===== src/rtl/fetch_redirect_pkg.sv =====
// Shared definitions for the fetch/redirect stage: FSM encoding and fetch constants.
package fetch_redirect_pkg;

    typedef enum logic [1:0] {
        ST_IDLE = 2'd0,
        ST_WAIT = 2'd1,
        ST_DROP = 2'd2,
        ST_HOLD = 2'd3
    } fetch_state_t;

    localparam logic [31:0] NOP_INSTR        = 32'h0000_0013;
    localparam logic [31:0] DEFAULT_RESET_PC = 32'h0000_0000;
    localparam int unsigned PC_INC           = 32'd4;

endpackage


===== src/rtl/fetch_redirect_hold_buf.sv =====
// One-entry {pc, instr} buffer that parks a fetched instruction while IF/ID is stalled.
module fetch_hold_buf
    import fetch_redirect_pkg::*;
#(
    parameter int XLEN = 32
) (
    input  logic            clk,
    input  logic            rst,
    input  logic            load,
    input  logic            drain,
    input  logic            flush,
    input  logic [XLEN-1:0] load_pc,
    input  logic [31:0]     load_instr,
    output logic [XLEN-1:0] hold_pc,
    output logic [31:0]     hold_instr
);

    // Buffer contents; flush wins over load, draining clears the entry.
    always_ff @(posedge clk or posedge rst) begin
        if (rst) begin
            hold_pc    <= '0;
            hold_instr <= 32'h0000_0000;
        end else if (flush) begin
            hold_pc    <= '0;
            hold_instr <= 32'h0000_0000;
        end else if (load) begin
            hold_pc    <= load_pc;
            hold_instr <= load_instr;
        end else if (drain) begin
            hold_pc    <= '0;
            hold_instr <= 32'h0000_0000;
        end else begin
            hold_pc    <= hold_pc;
            hold_instr <= hold_instr;
        end
    end

endmodule


===== src/rtl/fetch_redirect.sv =====
// Instruction fetch with branch redirect, imem req/ack handshake and IF/ID register.
// Optional FETCH_FLUSH_CNT_EN adds a saturating count of ex_clear cycles on flush_cnt.
module fetch_redirect
    import fetch_redirect_pkg::*;
#(
    parameter int              XLEN     = 32,
    parameter logic [XLEN-1:0] RESET_PC = XLEN'(DEFAULT_RESET_PC)
) (
    input  logic            clk,
    input  logic            rst,
    input  logic            ex_clear,
    input  logic [XLEN-1:0] ex_target,
    input  logic            stall,
    output logic            imem_req,
    output logic [XLEN-1:0] imem_addr,
    input  logic            imem_ack,
    input  logic [31:0]     imem_rdata,
    output logic            id_valid,
    output logic [XLEN-1:0] id_pc,
    output logic [31:0]     id_instr
`ifdef FETCH_FLUSH_CNT_EN
    ,
    output logic [15:0]     flush_cnt
`endif
);

    fetch_state_t    state_r;
    logic [XLEN-1:0] pc_r;
    logic [XLEN-1:0] redir_r;
    logic [XLEN-1:0] target_s;
    logic [XLEN-1:0] pc_inc_s;
    logic            slot_free_s;
    logic            issue_s;
    logic            req_s;
    logic            xfer_s;
    logic            accept_s;
    logic            hold_load_s;
    logic            hold_flush_s;
    logic            drain_s;
    logic [XLEN-1:0] hold_pc_s;
    logic [31:0]     hold_instr_s;

    // Handshake and control decode for the current cycle.
    always_comb begin
        target_s     = ex_target & ~(XLEN'(2'b11));
        pc_inc_s     = pc_r + XLEN'(PC_INC);
        slot_free_s  = !id_valid || !stall;
        issue_s      = (state_r == ST_IDLE) && slot_free_s && !ex_clear;
        req_s        = 1'b0;
        if (rst) begin
            req_s = 1'b0;
        end else begin
            req_s = issue_s || (state_r == ST_WAIT) || (state_r == ST_DROP);
        end
        xfer_s       = req_s && imem_ack;
        accept_s     = xfer_s && (state_r != ST_DROP) && !ex_clear;
        hold_load_s  = accept_s && !slot_free_s;
        hold_flush_s = ex_clear && (state_r == ST_HOLD);
        drain_s      = (state_r == ST_HOLD) && !stall && !ex_clear;
    end

    assign imem_req  = req_s;
    assign imem_addr = pc_r;

    fetch_hold_buf #(
        .XLEN (XLEN)
    ) u_hold (
        .clk        (clk),
        .rst        (rst),
        .load       (hold_load_s),
        .drain      (drain_s),
        .flush      (hold_flush_s),
        .load_pc    (pc_r),
        .load_instr (imem_rdata),
        .hold_pc    (hold_pc_s),
        .hold_instr (hold_instr_s)
    );

    // Fetch FSM, PC and redirect register; ex_clear outranks stall and normal fetch.
    always_ff @(posedge clk or posedge rst) begin
        if (rst) begin
            state_r <= ST_IDLE;
            pc_r    <= RESET_PC;
            redir_r <= '0;
        end else begin
            case (state_r)
                ST_IDLE: begin
                    if (ex_clear) begin
                        pc_r <= target_s;
                    end else if (accept_s) begin
                        pc_r    <= pc_inc_s;
                        state_r <= hold_load_s ? ST_HOLD : ST_IDLE;
                    end else if (issue_s) begin
                        state_r <= ST_WAIT;
                    end else begin
                        state_r <= ST_IDLE;
                    end
                end
                ST_WAIT: begin
                    if (ex_clear && xfer_s) begin
                        pc_r    <= target_s;
                        state_r <= ST_IDLE;
                    end else if (ex_clear) begin
                        redir_r <= target_s;
                        state_r <= ST_DROP;
                    end else if (accept_s) begin
                        pc_r    <= pc_inc_s;
                        state_r <= hold_load_s ? ST_HOLD : ST_IDLE;
                    end else begin
                        state_r <= ST_WAIT;
                    end
                end
                ST_DROP: begin
                    // The in-flight result is dead; a same-cycle clear beats the saved target.
                    if (xfer_s) begin
                        pc_r    <= ex_clear ? target_s : redir_r;
                        state_r <= ST_IDLE;
                    end else if (ex_clear) begin
                        redir_r <= target_s;
                    end else begin
                        state_r <= ST_DROP;
                    end
                end
                ST_HOLD: begin
                    if (ex_clear) begin
                        pc_r    <= target_s;
                        state_r <= ST_IDLE;
                    end else if (!stall) begin
                        state_r <= ST_IDLE;
                    end else begin
                        state_r <= ST_HOLD;
                    end
                end
                default: begin
                    state_r <= ST_IDLE;
                end
            endcase
        end
    end

    // IF/ID pipeline register: squash, load fresh/parked instruction, bubble or hold.
    always_ff @(posedge clk or posedge rst) begin
        if (rst) begin
            id_valid <= 1'b0;
            id_pc    <= '0;
            id_instr <= NOP_INSTR;
        end else if (ex_clear) begin
            id_valid <= 1'b0;
        end else if (accept_s && slot_free_s) begin
            id_valid <= 1'b1;
            id_pc    <= pc_r;
            id_instr <= imem_rdata;
        end else if (drain_s) begin
            id_valid <= 1'b1;
            id_pc    <= hold_pc_s;
            id_instr <= hold_instr_s;
        end else if (!stall) begin
            id_valid <= 1'b0;
        end else begin
            id_valid <= id_valid;
        end
    end

`ifdef FETCH_FLUSH_CNT_EN
    // Saturating count of cycles with ex_clear asserted.
    always_ff @(posedge clk or posedge rst) begin
        if (rst) begin
            flush_cnt <= 16'h0000;
        end else if (ex_clear && (flush_cnt != 16'hFFFF)) begin
            flush_cnt <= flush_cnt + 16'd1;
        end else begin
            flush_cnt <= flush_cnt;
        end
    end
`endif

endmodule

===== config.mk =====
export PLATFORM = sky130hd
export DESIGN_NAME = fetch_redirect
export DESIGN_NICKNAME = d
export VERILOG_FILES = /design/src/rtl/fetch_redirect_pkg.sv /design/src/rtl/fetch_redirect_hold_buf.sv /design/src/rtl/fetch_redirect.sv
export SDC_FILE = /design/constraint.sdc
export NUM_CORES = 1
export LEC_CHECK = 0
export ABC_AREA = 1
export CORE_ASPECT_RATIO = 1.4
export CORE_UTILIZATION = 58
export CTS_CLUSTER_DIAMETER = 60
export DETAILED_ROUTE_END_ITERATION = 16
export PLACE_DENSITY = 0.86
export SLEW_MARGIN = 20
export SYNTH_ARGS = -nofsm -noshare
export SYNTH_HDL_FRONTEND = slang
export SYNTH_SLANG_ARGS = --single-unit

===== constraint.sdc =====
create_clock -name clk -period 17.3 [get_ports clk]
set_clock_uncertainty 0.15 [all_clocks]
set_input_delay 4.325 -clock clk [delete_from_list [all_inputs] [get_ports clk]]
set_output_delay 4.325 -clock clk [all_outputs]
set_load 0.02 [all_outputs]

Yosys cells after proc, flatten, opt, wreduce, memory -nomap -nowiden
Cells that the tools add are included.
{ "classes": {"n_addsub": 1, "n_reduce_logical": 26, "eq_ne": 12, "muxes": 37, "n_bitwise": 1} }
{ "ops": {"columns": ["cell", "count"], "rows": [
  ["two-way mux 32 bit", 18],
  ["one-hot mux 32 bit (4 select lines)", 1],
  ["one-hot mux 32 bit (2 select lines)", 1],
  ["adder 32 x 3 -> 32 bit (second input constant)", 1],
  ["two-way mux 2 bit", 10],
  ["!= test 2 bit (second input constant)", 6],
  ["logical AND 1 bit", 11],
  ["one-hot mux 2 bit (4 select lines)", 1],
  ["two-way mux 1 bit", 6],
  ["AND reduction 3 bit", 2],
  ["equality test 2 bit (second input constant)", 2],
  ["logical NOT 1 bit", 4],
  ["!= test 4 x 2 -> 1 bit (second input constant)", 1],
  ["AND reduction 2 bit", 2],
  ["nonzero test 2 bit", 2],
  ["logical OR 1 bit", 3],
  ["!= test 3 x 2 -> 1 bit (second input constant)", 1],
  ["!= test 3 bit (second input constant)", 1],
  ["nonzero test 3 bit", 1],
  ["equality test 2 x 1 -> 1 bit (second input constant)", 1],
  ["logical NOT 2 bit", 1],
  ["inverter 1 bit", 1]
]} }
{ "word_totals": {"ff_bits": 195, "output_inout_bits": 98} }

Longest topological paths before layout
Gate-level depths: netlist of the first run.
{ "depth": {"depth_word": 16, "ltp_mapped": 14, "ltp_nobuf": 13} }

By module
Synthesis of the first run repeated with hierarchy kept, for this count alone.
{ "unflattened": {"hier_cells": 1519, "hier_area_um2": 10856.7} }
{ "by_module_without_submodules": {"columns": ["mod", "instances", "seq_area_each_um2", "area_per_inst_um2", "cells_per_inst"], "rows": [
  ["fetch_redirect", 1, 3281.9, 8334.2, 1240],
  ["fetch_hold_buf", 1, 1601.5, 2522.4, 279]
]} }

Worst setup path after synthesis of the first run
OpenSTA, ideal clock, no wires.
{ "synth_timing": {"kind": "input -> register", "from": "input rst", "to": "register u_hold.hold_pc[10]", "arrival_time_ns": 9.948, "slack_ns": 7.069, "setup_ns": 0.133, "cell_stages": 7, "t_required_ns": 17.017, "path_cell_list": "inv_1 -> nand3_2 -> nor2_4 -> nand2_2 -> o211ai_2 -> buf_4 -> o22ai_1"} }
{ "synth_via": {"elab_chain_len": 7, "word_cells_on_any_way": 8} }
{ "synth_rtl": {"columns": ["element", "line_no", "source"], "rows": [
  ["start: declaration", "fetch_redirect.sv:10", "input logic rst,"],
  ["two-way mux 1 bit *", "fetch_redirect.sv:50", "if (rst) begin"],
  ["logical AND 1 bit *", "fetch_redirect.sv:55", "xfer_s = req_s && imem_ack;"],
  ["logical AND 1 bit * (2 in series)", "fetch_redirect.sv:56", "accept_s = xfer_s && (state_r != ST_DROP) && !ex_clear;"],
  ["logical AND 1 bit *", "fetch_redirect.sv:57", "hold_load_s = accept_s && !slot_free_s;"],
  ["two-way mux 32 bit", "fetch_redirect_hold_buf.sv:26", "end else if (load) begin"],
  ["two-way mux 32 bit", "fetch_redirect_hold_buf.sv:23", "end else if (flush) begin"],
  ["end signal: assignment", "fetch_redirect_hold_buf.sv:27", "hold_pc <= load_pc;"],
  ["end signal: assignment", "fetch_redirect_hold_buf.sv:33", "hold_pc <= hold_pc;"],
  ["end: declaration", "fetch_redirect_hold_buf.sv:14", "output logic [XLEN-1:0] hold_pc,"]
]} }
Every way passes the cells marked *; elsewhere a longest branch is shown, timed or not.
A chain may end at the register's enable or synchronous reset.

Worst setup path in the final report of the first run
{ "layout_timing": {"from": "input ex_clear", "to": "output imem_req"} }
{ "layout_via": {"elab_chain_len": 5} }
{ "layout_rtl": {"columns": ["element", "line_no", "source"], "rows": [
  ["start: declaration", "fetch_redirect.sv:11", "input logic ex_clear,"],
  ["logical NOT 1 bit", "fetch_redirect.sv:48", "issue_s = (state_r == ST_IDLE) && slot_free_s && !ex_clear;"],
  ["logical AND 1 bit", "fetch_redirect.sv:48", null],
  ["logical OR 1 bit (2 in series)", "fetch_redirect.sv:53", "req_s = issue_s || (state_r == ST_WAIT) || (state_r == ST_DROP);"],
  ["two-way mux 1 bit", "fetch_redirect.sv:50", null],
  ["end: declaration", "fetch_redirect.sv:14", "output logic imem_req,"]
]} }
No other way between the ends.

==> metrics.txt, run 1 <==
top cell family by delay on the critical path=buffers and inverters; CTS root buffer=clkbuf_16; DP Worst Slack=roughly 6.5 ns; CP Buf/Inv Count=4; power share of the clock group=roughly 18%; leakage power=between 5 and 6 nW; GR Overflow Total=0; Net Switching=about 1.1 mW; crit-path max cell delay=0.62 ns; pwr/cell area=between 150 and 200 mW/mm²; CP max stage cell=clkdlybuf4s50_1; final WL=between 20 and 30 mm; row cnt=56; Distinct cells, synth=35; placed wire-length estimate=approximately 20 mm; die width=114 µm; clock edge transition at the registers on the reported setup and hold paths=0.07 ns; Initial Util=60.0%; maximum clock frequency=92.4 MHz; H-tree level count=4; Tot Pwr=2.39 mW; initial antenna violation count=0; setup_tns=0 ns; sw frac=43.9%; WL/cell=17.3 µm; worst skew pair latency=approximately 0.44 ns; Worst setup EP type=output pin; sequential share of the synthesized area=between 40% and 50%; first-pass GRT wire length=48.5 mm; layout cells sized above 1=under 10%; Worst Hold Path EP=redir_r[0]$_DFFE_PP0P_; reg2reg start=state_r[0]$_DFFE_PP0P_; Final GP Congestion=0.942; diodes inserted=0; cts repair resizes=0; largest net degree at the start of global routing=123; placed cell area=~0.012 mm²; Startpoint Class=primary input; Post-route DRC=0; Max-cap violations=0; RSZ-0062 raised after global routing=false; chip height=~160 µm; Worst Max-Slew Pin Slew=0.990 ns; Num CTS Buffers=17; # port buffers=approximately 160; HP Class=flop to flop; Iter 0 DRT Violations=1034; reg2reg end=u_hold.hold_pc[25]$_DFFE_PP0P_; crit path kind=primary input to output pin; design area=about 0.012 mm²; Worst Path Arrival=between 6 and 7 ns; core area=0.0170 mm²; vias in the first global route=9679; Final min period=roughly 11 ns; worst-path maximum fanout=72; total number of vias=around 10000; CTS tree=built; Critical Path RT=12.83 ns; part of the power in registers=between 30% and 40%; Syn-to-layout area delta=22.7%; CTS Buffer Depth=2; hold path depth=2; P_int=1.34 mW; Tcrit/Tclk final=62.6%; crit-path cells=buf_2, buf_4, inv_1, nand3_1, a21oi_1, clkdlybuf4s50_1; DIE AREA=0.0181 mm²; Overall Global Routing Usage=33.9%; Vias per Instance=roughly 6; TritonCTS Sinks=about 200; Final nets=1544; Fin. Hold Viols=0; Top Ports=167; Gate power share=47.4%; post-route ant nets=0; worst vdd ir=0.128 mV; Mapped Area=0.0102 mm²; Yosys Warn Count=0; Hold Startpoint=redir_r[0]$_DFFE_PP0P_; status=complete, no violations; r2r worst-path depth=10; worst setup margin=6.47 ns; syn_area_per_cell=between 7 and 8 µm²; Pre-antenna DRT Iters=6; Fill cells=1340; # setup viols final=0; cts hold-fix bufs=0; Seq cells post-synth=between 150 and 200; Post-CTS Setup Inserts=0; fin. max-slew vios=0; Slew HR=34.0%; Post-Syn Nets=roughly 1400; reg-to-reg slack, setup=12.83 ns; Post-Syn Instances=around 1400
-- state kept, by name (all words and copies together), names as in the netlist --
| register | flops |
|---|---|
| id_instr | 32 |
| id_pc | 32 |
| imem_addr | 32 |
| redir_r | 32 |
| u_hold.hold_instr | 32 |
| u_hold.hold_pc | 32 |
| state_r | 2 |
| id_valid | 1 |
-- how the worst max path moves through the flow --
stage	slack (ns)	cells after the start	from	endpoint
after detailed placement	6.49	6	ex_clear	imem_req
after global placement	6.52	6	ex_clear	imem_req
after CTS	6.48	6	ex_clear	imem_req
after floorplan	7.07	7	rst	u_hold.hold_pc[10]$_DFFE_PP0P_
final	6.47	6	ex_clear	imem_req
after global routing	6.38	6	ex_clear	imem_req
-- layout make-up --
cell class	count	area (µm²)	area share [%]
flip-flops and latches	195	4880	39.1
inverters	162	616	4.93
well taps	232	290	2.32
clock buffers	17	425	3.41
clock inverters	15	215	1.72
multi-input cells	924	4350	34.8
repair buffers	174	1710	13.7
-- cell usage after synthesis --
library cell	number	area, µm²
nand2_1	340	1280
dfrtp_1	192	4800
inv_1	153	574
nor2_1	140	526
nand3_1	104	521
o21ai_0	79	395
nor3_1	66	330
o22ai_1	66	413
clkbuf_1	40	150
o21ai_1	34	170
a221oi_1	32	280
a21oi_1	26	130
buf_2	22	110
buf_4	14	105
nand4_1	9	56.3
inv_2	8	30.0
a31oi_1	5	31.3
nor2_2	4	25.0
a21boi_0	3	22.5
dfstp_2	3	78.8
nand2_2	3	18.8
o211ai_1	2	15.0
a21boi_1	1	7.51
buf_1	1	3.75
clkinv_1	1	3.75
ha_1	1	12.5
nand3_2	1	10.0
nand4_2	1	12.5
nor2_4	1	11.3
nor4_1	1	6.26
o2111ai_1	1	8.76
o211ai_2	1	12.5
o21ai_2	1	8.76
o21bai_1	1	7.51
xor2_1	1	8.76
-- worst reg2reg max path, stage by stage, from the launching register on --
cell and delay (ns):
dfrtp_1 0.45, nor2_2 0.67, nand3_1 0.31, nand2_2 0.18, nand3_2 0.14, nor2_4 0.13, buf_4 0.55, nand2_2 0.67
o211ai_4 0.23, buf_4 0.60, o22ai_1 0.23
-- per-layer routing --
layer | routed length [µm] | vias to the layer above | track usage [%] | part of all wire [%]
li1 | - | 4715 | - | -
met1 | 11900 | 4857 | 43.4 | 40
met2 | 14700 | 441 | 55.1 | 49
met3 | 1800 | 94 | 5.08 | 6.0
met4 | 1400 | 0 | 18.2 | 4.7
met5 | 0 | - | 0 | 0
-- cell families after synthesis --
logic type	count (synthesis)	synth area share, %
compound gates	252	14.8
xor+xnor	1	0.0861
fa+ha+maj	1	0.123
buf+inv	239	9.60
flops	195	48.0
simple gates	670	27.4
-- placed cells by master, fill, tap and decap left out, types with 5 or more instances in the layout --
master,Yosys,final
nor2_1,140,140
nand4_1,9,9
inv_8,0,5
clkdlybuf4s50_1,0,163
a21oi_1,26,26
o21ai_1,34,34
nand2_1,340,340
o22ai_1,66,66
a221oi_1,32,32
nand3_1,104,104
buf_4,14,10
o21ai_0,79,79
inv_2,8,8
clkbuf_16,0,17
dfrtp_1,192,192
nor3_1,66,66
inv_1,153,152
a31oi_1,5,5
-- power groups by stage --
stage	combinational [mW]	sequential (mW)	clock, mW
after floorplan	0.578	0.925	0
after global placement	1.08	0.824	0
after detailed placement	1.11	0.832	0
after CTS	1.13	0.826	0.432
after global routing	1.24	0.851	0.449
final	1.13	0.831	0.429
-- per-stage QoR --
step | hold WS, ns | util [%] | std cells
global route | 0.378 | 73.6 | 1719
detailed placement | 0.349 | 69.9 | 1687
CTS | 0.362 | 73.6 | 1719
finish | 0.353 | 73.6 | 1719
global placement | 0.339 | 69.9 | 1687
floorplan | 0.323 | - | 1358
Note: power is estimated with default switching activity, not from simulation.
==> run 2: changes to the inputs <==
CORE_UTILIZATION = 49   (was 58)
PLACE_DENSITY = 0.77   (was 0.86)
clock period = 9.2 ns   (was 17.3 ns; I/O delays follow)
==> metrics.txt, run 2 (same netlist as run 1, synthesis figures left out) <==
Tcrit/Tclk final=a little over two thirds; Worst setup EP type=output pin; largest net degree at the start of global routing=119 (-3.3%); # setup viols final=0 (unchanged); Final min period=6.48 ns; row cnt=62 (+11%); Num CTS Buffers=17 (unchanged); GR Overflow Total=0 (unchanged); clock edge transition at the registers on the reported setup and hold paths=0.08 ns (about the same); HP Class=flop to flop; worst vdd ir=0.192 mV (+50%); Syn-to-layout area delta=22.8% (about the same); crit-path max cell delay=0.64 ns (+0.02 ns); Overall Global Routing Usage=27.9% (-6.0 points); layout cells sized above 1=4.64% (+0.067 points); H-tree level count=4 (unchanged); Initial Util=49.9% (-10 points); Iter 0 DRT Violations=910 (-12%); Fin. Hold Viols=0 (unchanged); Top Ports=167 (unchanged); setup_tns=0 ns (unchanged); cts repair resizes=0 (unchanged); Fill cells=1758 (+31%); Worst Hold Slack=0.359 ns (+0.00540 ns); CP Buf/Inv Count=3 (-1); die width=124 µm (+8.6%); worst-path maximum fanout=14 (-81%); Max-cap violations=0 (unchanged); diodes inserted=0 (unchanged); core area=0.0204 mm² (+20%); pwr/cell area=355 mW/mm² (+85%); WL/cell=16.6 µm (-4.2%); fin. max-slew vios=0 (unchanged); Startpoint Class=primary input; Worst Max-Slew Pin Slew=1.04 ns (+0.0478 ns); status=complete, no violations; final WL=28.9 mm (-2.9%); chip height=173 µm (+8.7%); Worst Path Arrival=4.03 ns (-2.32 ns); post-route ant nets=0 (unchanged); TritonCTS Sinks=195 (unchanged); most frequent cells in the layout=nand2_1, dfrtp_1, clkdlybuf4s50_1, inv_1, nor2_1; cts hold-fix bufs=0 (unchanged); # port buffers=164 (unchanged); total number of vias=9818 (-2.9%); commonest non-fill, non-tap cell in the layout=nand2_1; Vias per Instance=5.63 (-4.2%); worst skew pair latency=0.45 ns (about the same); CTS Buffer Depth=2 (unchanged); CP max stage cell=clkdlybuf4s50_1; vias in the first global route=8982 (-7.2%); Pre-antenna DRT Iters=5 (-1); Critical Path RT=6.75 ns (-6.08 ns); leakage power=5.55 nW (-0.11%); top cell family by delay on the critical path=buffers and inverters; maximum clock frequency=154 MHz; Final nets=1544 (unchanged); placed wire-length estimate=19.0 mm (-3.2%); first-pass GRT wire length=46.4 mm (-4.5%); RSZ-0062 raised after global routing=false; crit path kind=primary input to output pin; CTS root buffer=clkbuf_16; CTS tree=built; DIE AREA=0.0214 mm² (+18%); Slew HR=30.8% (-3.2 points); crit-path cells=buf_2, inv_1, nand3_1, a21oi_1, clkdlybuf4s50_1; Final GP Congestion=0.905 (-3.9%); initial antenna violation count=0 (unchanged); Post-CTS Setup Inserts=0 (unchanged); Post-route DRC=0 (unchanged)
[run 2: final cells by class]
type,instances,area [µm²],area share [%]
clock buffers,17,425,3.40
clock inverters,15,194,1.55
inverters,162,616,4.93
multi-input cells,924,4350,34.8
flip-flops and latches,195,4880,39.1
well taps,256,320,2.56
repair buffers,174,1710,13.7
[run 2: metrics by stage]
stage	cells	area [µm²]	setup slack [ns]	power, mW	util (%)
finish	1743	12500	2.72	4.44	61.3
global route	1743	12500	2.68	4.74	61.3
CTS	1743	12500	2.77	4.44	61.3
detailed placement	1711	11900	2.76	3.65	58.2
global placement	1711	11900	2.77	3.59	58.2
floorplan	1358	10200	0.994	2.83	-
[run 2: tightest hold or removal path, stage by stage, from the launching register on]
cell and delay, ns:
dfrtp_1 0.37, inv_1 0.07, a21oi_1 0.04
[run 2: per-layer routing]
metal / vias to the layer above / part of all wire, % / global-route usage, %
li1: 4722 / - / -
met3: 73 / 6.5 / 4.64
met4: 0 / 3.2 / 11.8
met2: 396 / 48 / 44.0
met1: 4627 / 42 / 37.6
met5: - / 0 / 0
[run 2: where the power goes]
part           leakage (nW)  total [mW]  switching (mW)  internal [mW]
logic                  2.82        2.10            1.27          0.832
clock network         0.301       0.778           0.402          0.377
registers              2.42        1.56           0.301           1.25
[run 2: worst paths after layout]
| kind | slack, ns | cells after the start | from | end |
|---|---|---|---|---|
| setup / recovery | 2.72 | 5 | ex_clear | imem_req |
| max in group asynchronous | 5.05 | 3 | rst | id_instr[21]$_DFFE_PP0P_ |
| hold / removal | 0.36 | 2 | redir_r[0]$_DFFE_PP0P_ | redir_r[0]$_DFFE_PP0P_ |
| setup reg to reg | 5.22 | 8 | state_r[1]$_DFFE_PP0P_ | id_pc[25]$_DFFE_PP0P_ |
| min in group asynchronous | 2.27 | 2 | rst | redir_r[0]$_DFFE_PP0P_ |
| hold reg to reg | 0.36 | 2 | redir_r[0]$_DFFE_PP0P_ | redir_r[0]$_DFFE_PP0P_ |
